===== src/rtl/sprite_pkg.sv =====
// sprite_pkg: shared constants for the sprite pixel pipe.
// Holds entity codes, the facing-direction enum, sprite sheet bases,
// the 16-entry palette, per-entity body colours and the maze colour.
package sprite_pkg;

  // Entity codes after normalisation (anything above 6 folds to NONE)
  localparam logic [2:0] CODE_NONE   = 3'd0;
  localparam logic [2:0] CODE_PACMAN = 3'd1;
  localparam logic [2:0] CODE_MAZE   = 3'd2;
  localparam logic [2:0] CODE_BLINKY = 3'd3;
  localparam logic [2:0] CODE_PINKY  = 3'd4;
  localparam logic [2:0] CODE_INKY   = 3'd5;
  localparam logic [2:0] CODE_CLYDE  = 3'd6;

  typedef enum logic [1:0] {
    DIR_RIGHT = 2'd0,
    DIR_DOWN  = 2'd1,
    DIR_LEFT  = 2'd2,
    DIR_UP    = 2'd3
  } dir_e;

  // Sheet layout: Pac-Man frames 0..2, ghosts pairs starting at 4
  localparam logic [3:0] SHEET_PACMAN_BASE = 4'd0;
  localparam logic [3:0] SHEET_GHOST_BASE  = 4'd4;

  // Phase used when animation is compiled out
  localparam logic [1:0] ANIM_PHASE_FIXED = 2'd2;

  // Shared palette; entries 0 (transparent) and 1 (body) are overridden
  localparam logic [23:0] PALETTE [16] = '{
    24'h000000, 24'h000000, 24'hFFFFFF, 24'h2121DE,
    24'hFFB897, 24'hDEDEFF, 24'hFF0000, 24'h00FF00,
    24'hFFB852, 24'hFFFF00, 24'h47B7AE, 24'hDE9751,
    24'hFFB8FF, 24'h00FFFF, 24'h2121FF, 24'h808080
  };

  localparam logic [23:0] PACMAN_RGB = 24'hFFFF00;
  localparam logic [23:0] BLINKY_RGB = 24'hFF0000;
  localparam logic [23:0] PINKY_RGB  = 24'hFFB8FF;
  localparam logic [23:0] INKY_RGB   = 24'h00FFFF;
  localparam logic [23:0] CLYDE_RGB  = 24'hFFB852;
  localparam logic [23:0] MAZE_RGB   = 24'h2121DE;

  // Fold out-of-range entity codes onto CODE_NONE
  function automatic logic [2:0] norm_code(input logic [6:0] code);
    return (code <= 7'd6) ? code[2:0] : CODE_NONE;
  endfunction

  // True for entities drawn from the sprite ROM
  function automatic logic is_sprite(input logic [2:0] code);
    return (code == CODE_PACMAN) ||
           ((code >= CODE_BLINKY) && (code <= CODE_CLYDE));
  endfunction

  // Body colour substituted for palette index 1
  function automatic logic [23:0] body_rgb(input logic [2:0] code);
    case (code)
      CODE_PACMAN: return PACMAN_RGB;
      CODE_BLINKY: return BLINKY_RGB;
      CODE_PINKY:  return PINKY_RGB;
      CODE_INKY:   return INKY_RGB;
      CODE_CLYDE:  return CLYDE_RGB;
      default:     return 24'h000000;
    endcase
  endfunction

endpackage


===== src/rtl/sprite_palette.sv =====
// sprite_palette: combinational map from (entity code, palette index)
// to {opaque, rgb}. Index 0 is transparent, index 1 is the entity body.
module sprite_palette
  import sprite_pkg::*;
(
  input  logic [2:0]  code,
  input  logic [3:0]  pal_idx,
  output logic        opaque,
  output logic [23:0] rgb
);

  // Resolve the palette index to a colour
  always_comb begin
    opaque = 1'b0;
    rgb    = 24'h000000;
    if (pal_idx == 4'd1) begin
      opaque = 1'b1;
      rgb    = body_rgb(code);
    end else if (pal_idx != 4'd0) begin
      opaque = 1'b1;
      rgb    = PALETTE[pal_idx];
    end
  end

endmodule


===== src/rtl/sprite_pixel_pipe.sv =====
// sprite_pixel_pipe: 3-cycle sprite fetch and colour pipeline.
// Cycle n: address formed, registered into rom_addr (visible n+1).
// Cycle n+2: rom_data meets delayed sideband; colour registered at n+3.
// Optional feature macro SPRITE_ANIM_EN builds the frame/phase counters;
// without it anim_phase is fixed at 2 and frame_sync is ignored.
module sprite_pixel_pipe
  import sprite_pkg::*;
#(
  parameter int SPRITE_SIZE = 16,
  parameter int FRAME_DIV   = 8
) (
  input  logic        Clk,
  input  logic        Reset_n,
  input  logic        frame_sync,
  input  logic        pix_valid,
  input  logic [9:0]  DrawX,
  input  logic [9:0]  DrawY,
  input  logic [6:0]  entity_code,
  input  logic [1:0]  entity_dir,
  input  logic [9:0]  entityX,
  input  logic [9:0]  entityY,
  output logic [11:0] rom_addr,
  input  logic [3:0]  rom_data,
  output logic        pix_out_valid,
  output logic        opaque,
  output logic [7:0]  red,
  output logic [7:0]  green,
  output logic [7:0]  blue
);

  localparam logic signed [10:0] OFS_MAX = 11'(SPRITE_SIZE - 1);

  logic [1:0] anim_phase;

`ifdef SPRITE_ANIM_EN
  localparam logic [7:0] FRAME_LAST = 8'(FRAME_DIV - 1);

  logic [7:0] frame_cnt;

  // Count frame_sync pulses; step the animation phase on each wrap
  always_ff @(posedge Clk or negedge Reset_n) begin
    if (!Reset_n) begin
      frame_cnt  <= 8'd0;
      anim_phase <= 2'd0;
    end else if (frame_sync) begin
      if (frame_cnt == FRAME_LAST) begin
        frame_cnt  <= 8'd0;
        anim_phase <= anim_phase + 2'd1;
      end else begin
        frame_cnt <= frame_cnt + 8'd1;
      end
    end
  end
`else
  logic unused_anim;
  assign anim_phase  = ANIM_PHASE_FIXED;
  assign unused_anim = ^{frame_sync, 8'(FRAME_DIV)};
`endif

  // ---- stage p0: offsets, orientation, sheet, address ----
  logic signed [10:0] u_p0, v_p0;
  logic               in_box_p0;
  logic [2:0]         code_p0;
  logic [3:0]         col_p0, row_p0, sheet_p0;
  logic [1:0]         ghost_idx_p0;
  logic [11:0]        addr_p0;

  // Local offsets, direction transform and sheet selection
  always_comb begin
    code_p0   = norm_code(entity_code);
    u_p0      = $signed({1'b0, DrawX}) - $signed({1'b0, entityX});
    v_p0      = $signed({1'b0, DrawY}) - $signed({1'b0, entityY});
    in_box_p0 = (u_p0 >= 11'sd0) && (u_p0 <= OFS_MAX) &&
                (v_p0 >= 11'sd0) && (v_p0 <= OFS_MAX);
    col_p0    = u_p0[3:0];
    row_p0    = v_p0[3:0];
    sheet_p0  = 4'd0;
    addr_p0   = 12'd0;
    ghost_idx_p0 = code_p0[1:0] - 2'd3;
    if (code_p0 == CODE_PACMAN) begin
      case (dir_e'(entity_dir))
        DIR_DOWN: begin col_p0 = v_p0[3:0];  row_p0 = u_p0[3:0]; end
        DIR_LEFT: begin col_p0 = ~u_p0[3:0]; row_p0 = v_p0[3:0]; end
        DIR_UP:   begin col_p0 = ~v_p0[3:0]; row_p0 = u_p0[3:0]; end
        default:  begin col_p0 = u_p0[3:0];  row_p0 = v_p0[3:0]; end
      endcase
      case (anim_phase)
        2'd0:    sheet_p0 = SHEET_PACMAN_BASE;
        2'd2:    sheet_p0 = SHEET_PACMAN_BASE + 4'd2;
        default: sheet_p0 = SHEET_PACMAN_BASE + 4'd1;
      endcase
    end else begin
      if (dir_e'(entity_dir) == DIR_LEFT) col_p0 = ~u_p0[3:0];
      sheet_p0 = SHEET_GHOST_BASE + {1'b0, ghost_idx_p0, 1'b0} +
                 {3'b000, anim_phase[0]};
    end
    if (is_sprite(code_p0) && in_box_p0)
      addr_p0 = {sheet_p0, row_p0, col_p0};
  end

  // ---- stage p1: registered ROM address and sideband ----
  logic [2:0] code_p1, code_p2;
  logic       in_box_p1, in_box_p2;
  logic       vld_p1, vld_p2;

  // Register the ROM address together with its sideband
  always_ff @(posedge Clk or negedge Reset_n) begin
    if (!Reset_n) begin
      rom_addr  <= 12'd0;
      code_p1   <= CODE_NONE;
      in_box_p1 <= 1'b0;
      vld_p1    <= 1'b0;
    end else begin
      rom_addr  <= addr_p0;
      code_p1   <= code_p0;
      in_box_p1 <= in_box_p0;
      vld_p1    <= pix_valid;
    end
  end

  // ---- stage p2: sideband delayed to meet rom_data ----
  // Delay sideband one more cycle while the ROM read is in flight
  always_ff @(posedge Clk or negedge Reset_n) begin
    if (!Reset_n) begin
      code_p2   <= CODE_NONE;
      in_box_p2 <= 1'b0;
      vld_p2    <= 1'b0;
    end else begin
      code_p2   <= code_p1;
      in_box_p2 <= in_box_p1;
      vld_p2    <= vld_p1;
    end
  end

  logic        pal_opaque;
  logic [23:0] pal_rgb;
  logic        opaque_p2;
  logic [23:0] rgb_p2;

  sprite_palette u_palette (
    .code    (code_p2),
    .pal_idx (rom_data),
    .opaque  (pal_opaque),
    .rgb     (pal_rgb)
  );

  // Pick maze, sprite or transparent colour for this pixel
  always_comb begin
    opaque_p2 = 1'b0;
    rgb_p2    = 24'h000000;
    if (vld_p2) begin
      if (code_p2 == CODE_MAZE) begin
        opaque_p2 = 1'b1;
        rgb_p2    = MAZE_RGB;
      end else if (is_sprite(code_p2) && in_box_p2) begin
        opaque_p2 = pal_opaque;
        rgb_p2    = pal_rgb;
      end
    end
  end

  // ---- stage p3: registered colour output ----
  // Register the final colour and valid
  always_ff @(posedge Clk or negedge Reset_n) begin
    if (!Reset_n) begin
      pix_out_valid <= 1'b0;
      opaque        <= 1'b0;
      red           <= 8'd0;
      green         <= 8'd0;
      blue          <= 8'd0;
    end else begin
      pix_out_valid <= vld_p2;
      opaque        <= opaque_p2;
      {red, green, blue} <= rgb_p2;
    end
  end

endmodule


===== config.mk =====
export PLATFORM = sky130hd
export DESIGN_NAME = sprite_pixel_pipe
export DESIGN_NICKNAME = d
export VERILOG_FILES = /design/src/rtl/sprite_pkg.sv /design/src/rtl/sprite_palette.sv /design/src/rtl/sprite_pixel_pipe.sv
export SDC_FILE = /design/constraint.sdc
export NUM_CORES = 1
export LEC_CHECK = 0
export ABC_AREA = 0
export BUFFER_PORTS_ARGS = -buffer_cell sky130_fd_sc_hd__clkbuf_2
export CAP_MARGIN = 20
export CELL_PAD_IN_SITES_DETAIL_PLACEMENT = 0
export CELL_PAD_IN_SITES_GLOBAL_PLACEMENT = 1
export CORE_UTILIZATION = 34
export DETAILED_ROUTE_END_ITERATION = 8
export PLACE_DENSITY_LB_ADDON = 0.1
export SLEW_MARGIN = 0
export SYNTH_ARGS = -nofsm -noshare
export SYNTH_HDL_FRONTEND = slang
export SYNTH_SLANG_ARGS = --single-unit

===== constraint.sdc =====
create_clock -name Clk -period 1.59 [get_ports Clk]
set_clock_uncertainty 0.15 [all_clocks]
set_input_delay 0.0795 -clock Clk [delete_from_list [all_inputs] [get_ports Clk]]
set_output_delay 0.0795 -clock Clk [all_outputs]
set_load 0.005 [all_outputs]

== Yosys cells after proc, flatten, opt, wreduce, memory -nomap -nowiden ==
Memories as Yosys holds them, arrays and structs flattened.
Index checks and enable logic that the tools add are counted.
Word-level totals
  register bits after elaboration: 48
  ROM bits: 384
  input bits: 57
  output and inout bits: 38
  word-level logic and storage cells: 73
  memories: 1
Operators by class
  add/sub/neg operators: 4
  $lt $le $gt $ge: 10
  equality and inequality tests: 11
  mux-type cells: 21
  bitwise gates (word level): 3
  reduce and logical (&&, ||, !) cells: 11
Memories
  (name not given): words 16, width 24, read ports 1, clocked after memory_dff 0, write ports 0, RTL line sprite_palette.sv:21  | rgb = PALETTE[pal_idx];
Operators by type and width (count)
  24-bit two-way mux: 7
  24-bit case mux with 5 select lines: 1
  11-bit by 1-bit >= comparator with 1-bit output, second input constant: 2
  11-bit by 5-bit <= comparator with 1-bit output, second input constant: 2
  10-bit by 10-bit subtractor with 11-bit output: 2
  4-bit two-way mux: 5
  12-bit two-way mux: 1
  4-bit case mux with 3 select lines: 1
  3-bit == test, second input constant: 3
  4-bit NOT: 2
  7-bit by 3-bit <= comparator with 1-bit output, second input constant: 1
  1-bit logical AND: 7
  3-bit by 1-bit == test with 1-bit output, second input constant: 2
  3-bit by 2-bit == test with 1-bit output, second input constant: 2
  3-bit by 2-bit >= comparator with 1-bit output, second input constant: 2
  3-bit <= comparator, second input constant: 2
  5-bit >= comparator, second input constant: 1
  1-bit two-way mux: 5
  4-bit NOT with 5-bit output: 1
  3-bit by 3-bit adder with 4-bit output, first input constant: 1
  2-bit == test, second input constant: 2
  4-bit by 1-bit == test with 1-bit output, second input constant: 1
  4-bit nonzero test: 1
  3-bit two-way mux: 1
  other kinds (4): 5

== Longest topological paths before layout ==
Gate-level depths: netlist of run 1.
  depth in word-level cells: 9
  depth in mapped cells: 13
  gate-level depth less buffers: 13

== Hierarchy ==
Synthesis of run 1 repeated with hierarchy kept, for this count alone.
Unflattened totals
  cell total of the unflattened synthesis: 437
  area total of the unflattened synthesis: 3860.0 um2
By module, submodules not included
  sprite_pixel_pipe: instances 1, cells each 332, area an instance 3168.0 um2, sequential area each 1176.1 um2
  sprite_palette: instances 1, cells each 105, area an instance 691.9 um2, sequential area each 0.0 um2

== Worst setup path after synthesis of run 1 ==
No wires, ideal clock.
  path type: in2reg
  start: in DrawY[0]
  end: reg rom_addr[0]
  setup time: 0.097 ns
  data arrival time: 2.211 ns
  slack: -0.868 ns
  stages on the path: 10
  cells stage by stage: inv_1 -> ha_1 -> fa_1 -> nor2b_1 -> o2111ai_1 -> nand3b_1 -> a31oi_1 -> or4_1 -> clkbuf_1 -> nor4_2
On the way
  longest elaborated chain between the ends: 6
Ends and longest elaborated chain
  start, declared: RTL line sprite_pixel_pipe.sv:17  | input logic [9:0] DrawY,
  10-bit by 10-bit subtractor with 11-bit output (*): RTL line sprite_pixel_pipe.sv:72  | v_p0 = $signed({1'b0, DrawY}) - $signed({1'b0, entityY});
  11-bit by 1-bit >= comparator with 1-bit output: RTL line sprite_pixel_pipe.sv:74  | (v_p0 >= 11'sd0) && (v_p0 <= OFS_MAX);
  1-bit logical AND: RTL line sprite_pixel_pipe.sv:73  | in_box_p0 = (u_p0 >= 11'sd0) && (u_p0 <= OFS_MAX) &&
  1-bit logical AND: RTL line sprite_pixel_pipe.sv:74
  1-bit logical AND: RTL line sprite_pixel_pipe.sv:97  | if (is_sprite(code_p0) && in_box_p0)
  12-bit two-way mux (*): RTL line sprite_pixel_pipe.sv:97
  named net addr_p0[0]: RTL line sprite_pixel_pipe.sv:66  | logic [11:0] addr_p0;
  end signal, assigned: RTL line sprite_pixel_pipe.sv:114  | rom_addr <= addr_p0;
  end, declared: RTL line sprite_pixel_pipe.sv:22  | output logic [11:0] rom_addr,
The timed path passes the listed nets; every way through them passes the cells marked *.

== Final worst setup path of run 1 ==
  start: in DrawX[1]
  end: reg rom_addr[6]
On the way
  longest elaborated chain between the ends: 7
Ends and longest elaborated chain
  start, declared: RTL line sprite_pixel_pipe.sv:16  | input logic [9:0] DrawX,
  10-bit by 10-bit subtractor with 11-bit output (*): RTL line sprite_pixel_pipe.sv:71  | u_p0 = $signed({1'b0, DrawX}) - $signed({1'b0, entityX});
  11-bit by 1-bit >= comparator with 1-bit output or 11-bit by 5-bit <= comparator with 1-bit output (tied branches): RTL line sprite_pixel_pipe.sv:73
  1-bit logical AND (2 in a row): RTL line sprite_pixel_pipe.sv:73
  1-bit logical AND: RTL line sprite_pixel_pipe.sv:74
  1-bit logical AND: RTL line sprite_pixel_pipe.sv:97
  12-bit two-way mux (*): RTL line sprite_pixel_pipe.sv:97
  named net addr_p0[6]: RTL line sprite_pixel_pipe.sv:66
Marked as above.

==> flow_metrics.tcl, run 1 <==
set metrics [dict create \
    synth_edf_count 0 \
    post-route-drc-count 0 \
    globalplace.congestion 0.9069 \
    finalWorstSetupSlack_ps -658.2 \
    design_area_um2 5286 \
    yosys.area.top_type "dfrtp_1" \
    cts_made_buffers 5 \
    start_util 0.3547 \
    fp-row-count 36 \
    grt_pass1_wl_um 16320 \
    dieArea_um2 10750 \
    ys_top_cells_by_area "dfrtp_1 31%, ha_1 12%, nand2_1 5.7%" \
    grt_start_max_net_pins 27 \
    fp.dieW_um 103.7 \
    p_clk_frac 0.227 \
    crit_start "DrawX[1]" \
    cts_buffer_depth 2 \
    ios 95 \
    crit_arrival_ps 2300 \
    endpoint_kind "flip-flop" \
    peakVddDrop_uv 337.4 \
    antenna_left 0 \
    finalCriticalPeriod_ps 2248 \
    crit_path_max_incr_delay_ps 370 \
    portBuffers 92 \
    syn2layout_area_growth_pct 50.41 \
    ys_seq_elements 43 \
    criticalPathCategory "primary input to flip-flop" \
    drv_cap 0 \
    final-hold-violation-count 0 \
    vias_per_cell 5.076 \
    wire_per_inst_um 14.08 \
    path_cells "buf_6, ha_4, nor2b_4, o31a_1, o22a_1, mux2_4, a2111oi_4, o221ai_4, buf_12, nor4_2" \
    diodes 0 \
    synthCells 425 \
    synth_top_cell_area_share 0.3062 \
    min_path_type "primary input to flip-flop" \
    async_flop_share 1.000 \
    clk_pin_slew_ps 80 \
    max_clock_freq_mhz 444.8 \
    synth_area_um2 3515 \
    layout.nets 697 \
    synth-main-ff-cell "dfrtp_1" \
    rsz0062_at_grt "true" \
    htree_levels 2 \
    reg2reg_from "code_p2[1]$_DFF_PN0_" \
    slowest_stage "a2111oi_4" \
    p_leak_uw 0.002653 \
    vias 3741 \
    maxSlewViolCount 0 \
    first_pass_iters 4 \
    path_max_fanout 6 \
    cts_tree "built" \
    dp_hpwl_um 8254 \
    seq_power_share 0.374 \
    p_switching_uw 972.0 \
    critPathRequiredTime_ps 1640 \
    grt_pass1_vias 3653 \
    synth.distinct_cells 61 \
    drt_iter0_markers 98 \
    p_per_area_nw_per_um2 558.4 \
    yosys.cell_count.top_type "nand2_1" \
    yosysSeqAreaShare 0.3062 \
    wl_um 10380 \
    cts_root_buffer "clkbuf_8" \
    synth_nets 519 \
    p_int_uw 1980 \
    outcome "finished with violations" \
    final.period_utilization 1.414 \
    die_h_um 103.7 \
    setup_viol 12 \
    synth_warnings 0 \
    clock_sinks 43 \
    core_area_um2 9910 \
    gr-total-overflow 0 \
    start_kind "primary input" \
    holdWs_ps 11.37 \
    grt.total_usage 0.1854 \
    antenna_found_initial 0 \
    comb_power_share 0.399 \
    worstHoldStart "rom_data[2]" \
    synthTopCellsByCount "53 x nand2_1, 43 x dfrtp_1, 38 x inv_1" \
    violations "setup timing" \
    dpl_cell_area_um2 4837 \
    avgSynthCellArea_um2 8.270 \
    switching_share 0.3293 \
    drive_gt1_frac 0.4321 \
    clock_latency_ps 290 \
]
## path summary, 6_finish.rpt
| path | end | slack [ps] | depth (start not counted) |
|---|---|---|---|
| worst max-delay path | rom_addr[6]$_DFF_PN0_ | -660 | 10 |
| worst min-delay path | green[4]$_DFF_PN0_ | 10 | 3 |
| worst max register to register | green[6]$_DFF_PN0_ | 50 | 6 |
| worst min register to register | code_p2[1]$_DFF_PN0_ | 200 | 0 |
| max in group asynchronous | code_p1[2]$_DFF_PN0_ | 680 | 3 |
| min in group asynchronous | green[2]$_DFF_PN0_ | 110 | 2 |
## layout by cell type, fill, tap and decap left out, drive strengths merged, types with 3 or more instances in the layout
cell type    instances
a211oi               3
nor4                12
or4                  3
dlygate4sd3          3
nor3                11
o31ai                4
nor2                24
o22ai                5
dfrtp               43
nor2b               11
o2111ai              4
o221ai               5
nand2               53
nand2b               9
o21ai               36
or2                  4
nand3               10
a21o                 3
inv                 37
xor2                 4
a31oi                8
a21oi               33
clkbuf              95
buf                104
ha                  35
mux2i                5
o21a                 4
## through the flow
step                  util  instances  setup WS, ps  setup TNS (ps)  total power, uW
floorplan                -        425        -689.5           -7642             1718
global route        0.5335        737        -726.5           -8237             3155
detailed placement  0.4881        720         -1041          -12430             2181
global placement    0.4881        720        -945.9          -11950             2183
CTS                 0.5035        732        -664.3           -7430             2885
finish              0.5335        737        -658.2           -7191             2952
## registers in the layout, indices dropped and copies added, names as in the netlist
name	count
blue	8
code_p1	3
code_p2	3
green	7
in_box_p1	1
in_box_p2	1
opaque	1
pix_out_valid	1
red	5
rom_addr	11
vld_p1	1
vld_p2	1
## power by group through the flow
stage                     registers (uW)  logic [uW]  clock network (uW)
after floorplan                     1130         592                   0
after global placement              1130        1060                   0
after detailed placement            1130        1060                   0
after CTS                           1100        1080                 703
after global routing                1110        1300                 749
final                               1100        1180                 669
## area by class of cell
| cell class | instances | area, um2 |
|---|---|---|
| clock buffer | 6 | 72.57 |
| clock inverter | 2 | 12.51 |
| fill | 946 | 4623 |
| inverter | 38 | 155.1 |
| multi-input combinational | 319 | 2476 |
| sequential | 43 | 1076 |
| tap | 133 | 166.4 |
| timing repair buffer | 196 | 1328 |
## cell families (layout without fill, tap and decap cells)
family / count (synthesis) / in the layout / share of synthesized area
simple gates: 142 / 144 / 0.2132
compound gates: 125 / 125 / 0.2310
buf+inv: 65 / 242 / 0.07832
flops: 43 / 43 / 0.3062
fa+ha+maj: 37 / 37 / 0.1360
mux: 7 / 7 / 0.02172
xor+xnor: 5 / 5 / 0.01246
other cells: 1 / 1 / 0.001067
## layer usage
| layer | track usage | share of wire | routed length, um |
|---|---|---|---|
| met3 | 0.01951 | 0.032 | 337 |
| met1 | 0.2043 | 0.40 | 4145 |
| met2 | 0.3456 | 0.53 | 5499 |
| met4 | 0.1041 | 0.038 | 395 |
| met5 | 0 | 0 | 0 |
## critical path: cells and delay by family
family	cells	cell delay (ps)
AO/OA/AOI/OAI	4	1050
adder cells (fa/ha/maj)	1	220
multiplexers	1	320
buffers and inverters	2	290
AND/OR/NAND/NOR	2	330
## timing repair
action	4_1_cts	5_1_grt
buffers inserted	1	3
endpoints found under the hold margin	45	0
pin swaps	2	10
gates cloned	0	3
hold buffers	3	0
gates resized for setup	7	43
setup endpoints to repair	13	21
Note: power is estimated with default switching activity, not from simulation.
==> inputs of run 2 (changes only) <==
Settings changed: CTS_CLUSTER_SIZE set to 28, SYNTH_HIERARCHICAL set to 1.
==> flow_metrics.tcl, run 2 <==
set metrics [dict create \
    mostFrequentLayoutCell "buf_4" \
    ys_top_cells_by_area "dfrtp_1 30%, ha_1 11%, a21oi_1 3.8%" \
    yosys.cell_count.top_type "dfrtp_1" \
    synth_warnings 6 \
    finalCriticalPeriod_ps 2008 \
    drt_iter0_markers 94 \
    ios 95 \
    peakVddDrop_uv 410.8 \
    grt_pass1_wl_um 16840 \
    synth_nets 530 \
    rsz0062_at_grt "true" \
    crit_arrival_ps 2060 \
    drv_cap 0 \
    grt.total_usage 0.1810 \
    diodes 0 \
    yosys.area.top_type "dfrtp_1" \
    min_path_type "primary input to flip-flop" \
    drive_gt1_frac 0.4581 \
    max_slew.worst_pin.slew_ps 500.9 \
    die_h_um 108.6 \
    cts_root_buffer "clkbuf_16" \
    finalSetupTns_ps -4507 \
    antenna_left 0 \
    start_util 0.3530 \
    clock_sinks 47 \
    relSlewSlack 0.6661 \
    p_per_area_nw_per_um2 628.4 \
    largest_reg_flops 11 \
    globalplace.congestion 0.8153 \
    final-hold-violation-count 0 \
    fin_util 0.5354 \
    dp_hpwl_um 8266 \
    p_int_uw 2510 \
    antenna_found_initial 0 \
    switching_share 0.3177 \
    max_clock_freq_mhz 498.0 \
    portBuffers 92 \
    seq_power_share 0.328 \
    gr-total-overflow 0 \
    htree_levels 2 \
    fp.dieW_um 108.6 \
    critPathRequiredTime_ps 1640 \
    avgSynthCellArea_um2 8.833 \
    final.period_utilization 1.263 \
    synth_top_cell_area_share 0.3047 \
    clk_pin_slew_ps 70 \
    wl_um 10330 \
    start_kind "primary input" \
    dr_wl_met2_um 5249 \
    dr_wl_met3_um 300 \
    holdWs_ps 45.01 \
    vias_per_cell 4.975 \
    cts_made_buffers 5 \
    grt_pass1_vias 3604 \
    final_cell_mix "95 x buf_4, 89 x clkbuf_2, 47 x dfrtp_1" \
    cts_buffer_depth 2 \
    cts_tree "built" \
    wire_per_inst_um 13.59 \
    yosysSeqAreaShare 0.3047 \
    ys_seq_elements 47 \
    endpoint_kind "flip-flop" \
    worstHoldStart "entity_code[0]" \
    p_leak_uw 0.002896 \
    r2r_slack_ps 60 \
    synth-main-ff-cell "dfrtp_1" \
    finalWorstSetupSlack_ps -417.9 \
    criticalPathCategory "primary input to flip-flop" \
    layout.nets 712 \
    dieArea_um2 11780 \
    async_flop_share 1.000 \
    synthTopCellsByCount "47 x dfrtp_1, 34 x ha_1, 34 x nand2_1" \
    regMostFlops "rom_addr" \
    comb_power_share 0.383 \
    synthCells 437 \
    p_switching_uw 1169 \
    reg2reg_from "code_p2[2]$_DFF_PN0_" \
    post-route-drc-count 0 \
    setup_viol 12 \
    hold_path_end "code_p1[0]$_DFF_PN0_" \
    maxSlewViolCount 0 \
    synth_edf_count 0 \
    dp_slack_ps -809.2 \
    violations "setup timing" \
    synth_area_um2 3860 \
    core_area_um2 10940 \
    fp-row-count 38 \
    outcome "finished with violations" \
    synth.distinct_cells 69 \
    top_layer "met4" \
    vias 3781 \
    r2r_end "red[6]$_DFF_PN0_" \
    path_max_fanout 5 \
    holdPathStages 4 \
    p_clk_frac 0.289 \
    first_pass_iters 4 \
    ff2ff_path_depth 5 \
    syn2layout_area_growth_pct 51.67 \
    clock_latency_ps 280 \
    grt_start_max_net_pins 30 \
    drt-met1-wl_um 4602 \
]
[run 2: how the worst max path moves through the flow]
stage	startpoint	to	slack (ps)	depth (start not counted)
floorplan	entityX[2]	rom_addr[3]$_DFF_PN0_	-420	11
global placement	DrawX[0]	rom_addr[9]$_DFF_PN0_	-780	10
detailed placement	DrawX[0]	rom_addr[9]$_DFF_PN0_	-810	10
CTS	DrawX[0]	rom_addr[6]$_DFF_PN0_	-410	11
global route	entityY[2]	rom_addr[10]$_DFF_PN0_	-490	11
finish	DrawX[0]	rom_addr[10]$_DFF_PN0_	-420	11
[run 2: cells by family (layout without fill, tap and decap cells)]
group	Yosys count	in the layout	synth area share
compound gates	113	113	0.1955
xor+xnor	10	10	0.02269
fa+ha+maj	36	36	0.1206
buf+inv	58	241	0.07099
flops	47	47	0.3047
mux	14	14	0.04084
other cells	1	1	0.0009715
simple gates	158	158	0.2438
[run 2: what timing repair did]
item / 4_1_cts / 5_1_grt
gates cloned: 2 / 0
hold buffers: 2 / 0
pin swaps: 9 / 15
gates resized for setup: 21 / 34
hold endpoints to repair: 43 / 0
setup buffers: 9 / 7
setup endpoints to repair: 18 / 31
[run 2: critical path: stages]
cell       delay, ps
buf_8             80
inv_8             30
ha_4             140
fa_2             330
nand2b_4         160
a21oi_4          160
xor2_2           100
a2111oi_4        290
o211ai_2         220
clkbuf_16        210
nor4_4           250
[run 2: per-stage QoR]
stage               total power, uW  area (um2)  instances
floorplan                      1971        4050        437
global placement               2417        5231        732
global route                   3908        5854        760
finish                         3679        5854        760
CTS                            3635        5659        753
detailed placement             2424        5231        732
[run 2: final cells by class]
class | instances | area (um2)
Fill cell | 1031 | 5081
Multi-Input combinational cell | 332 | 2771
Timing Repair Buffer | 202 | 1440
Sequential cell | 47 | 1176
Tap cell | 140 | 175.2
Inverter | 31 | 138.9
Clock buffer | 5 | 125.1
Clock inverter | 3 | 27.53
[run 2: power by group through the flow]
stage	Sequential, uW	Combinational (uW)	Clock, uW
floorplan	1230	741	0
global placement	1230	1190	0
detailed placement	1230	1190	0
CTS	1210	1330	1100
global route	1210	1550	1150
finish	1210	1410	1060
[run 2: routing by layer]
metal,vias to the layer above,GRT usage
met5,-,0
met4,0,0.05695
met3,12,0.01808
met2,79,0.3210
met1,1770,0.2296
li1,1920,-
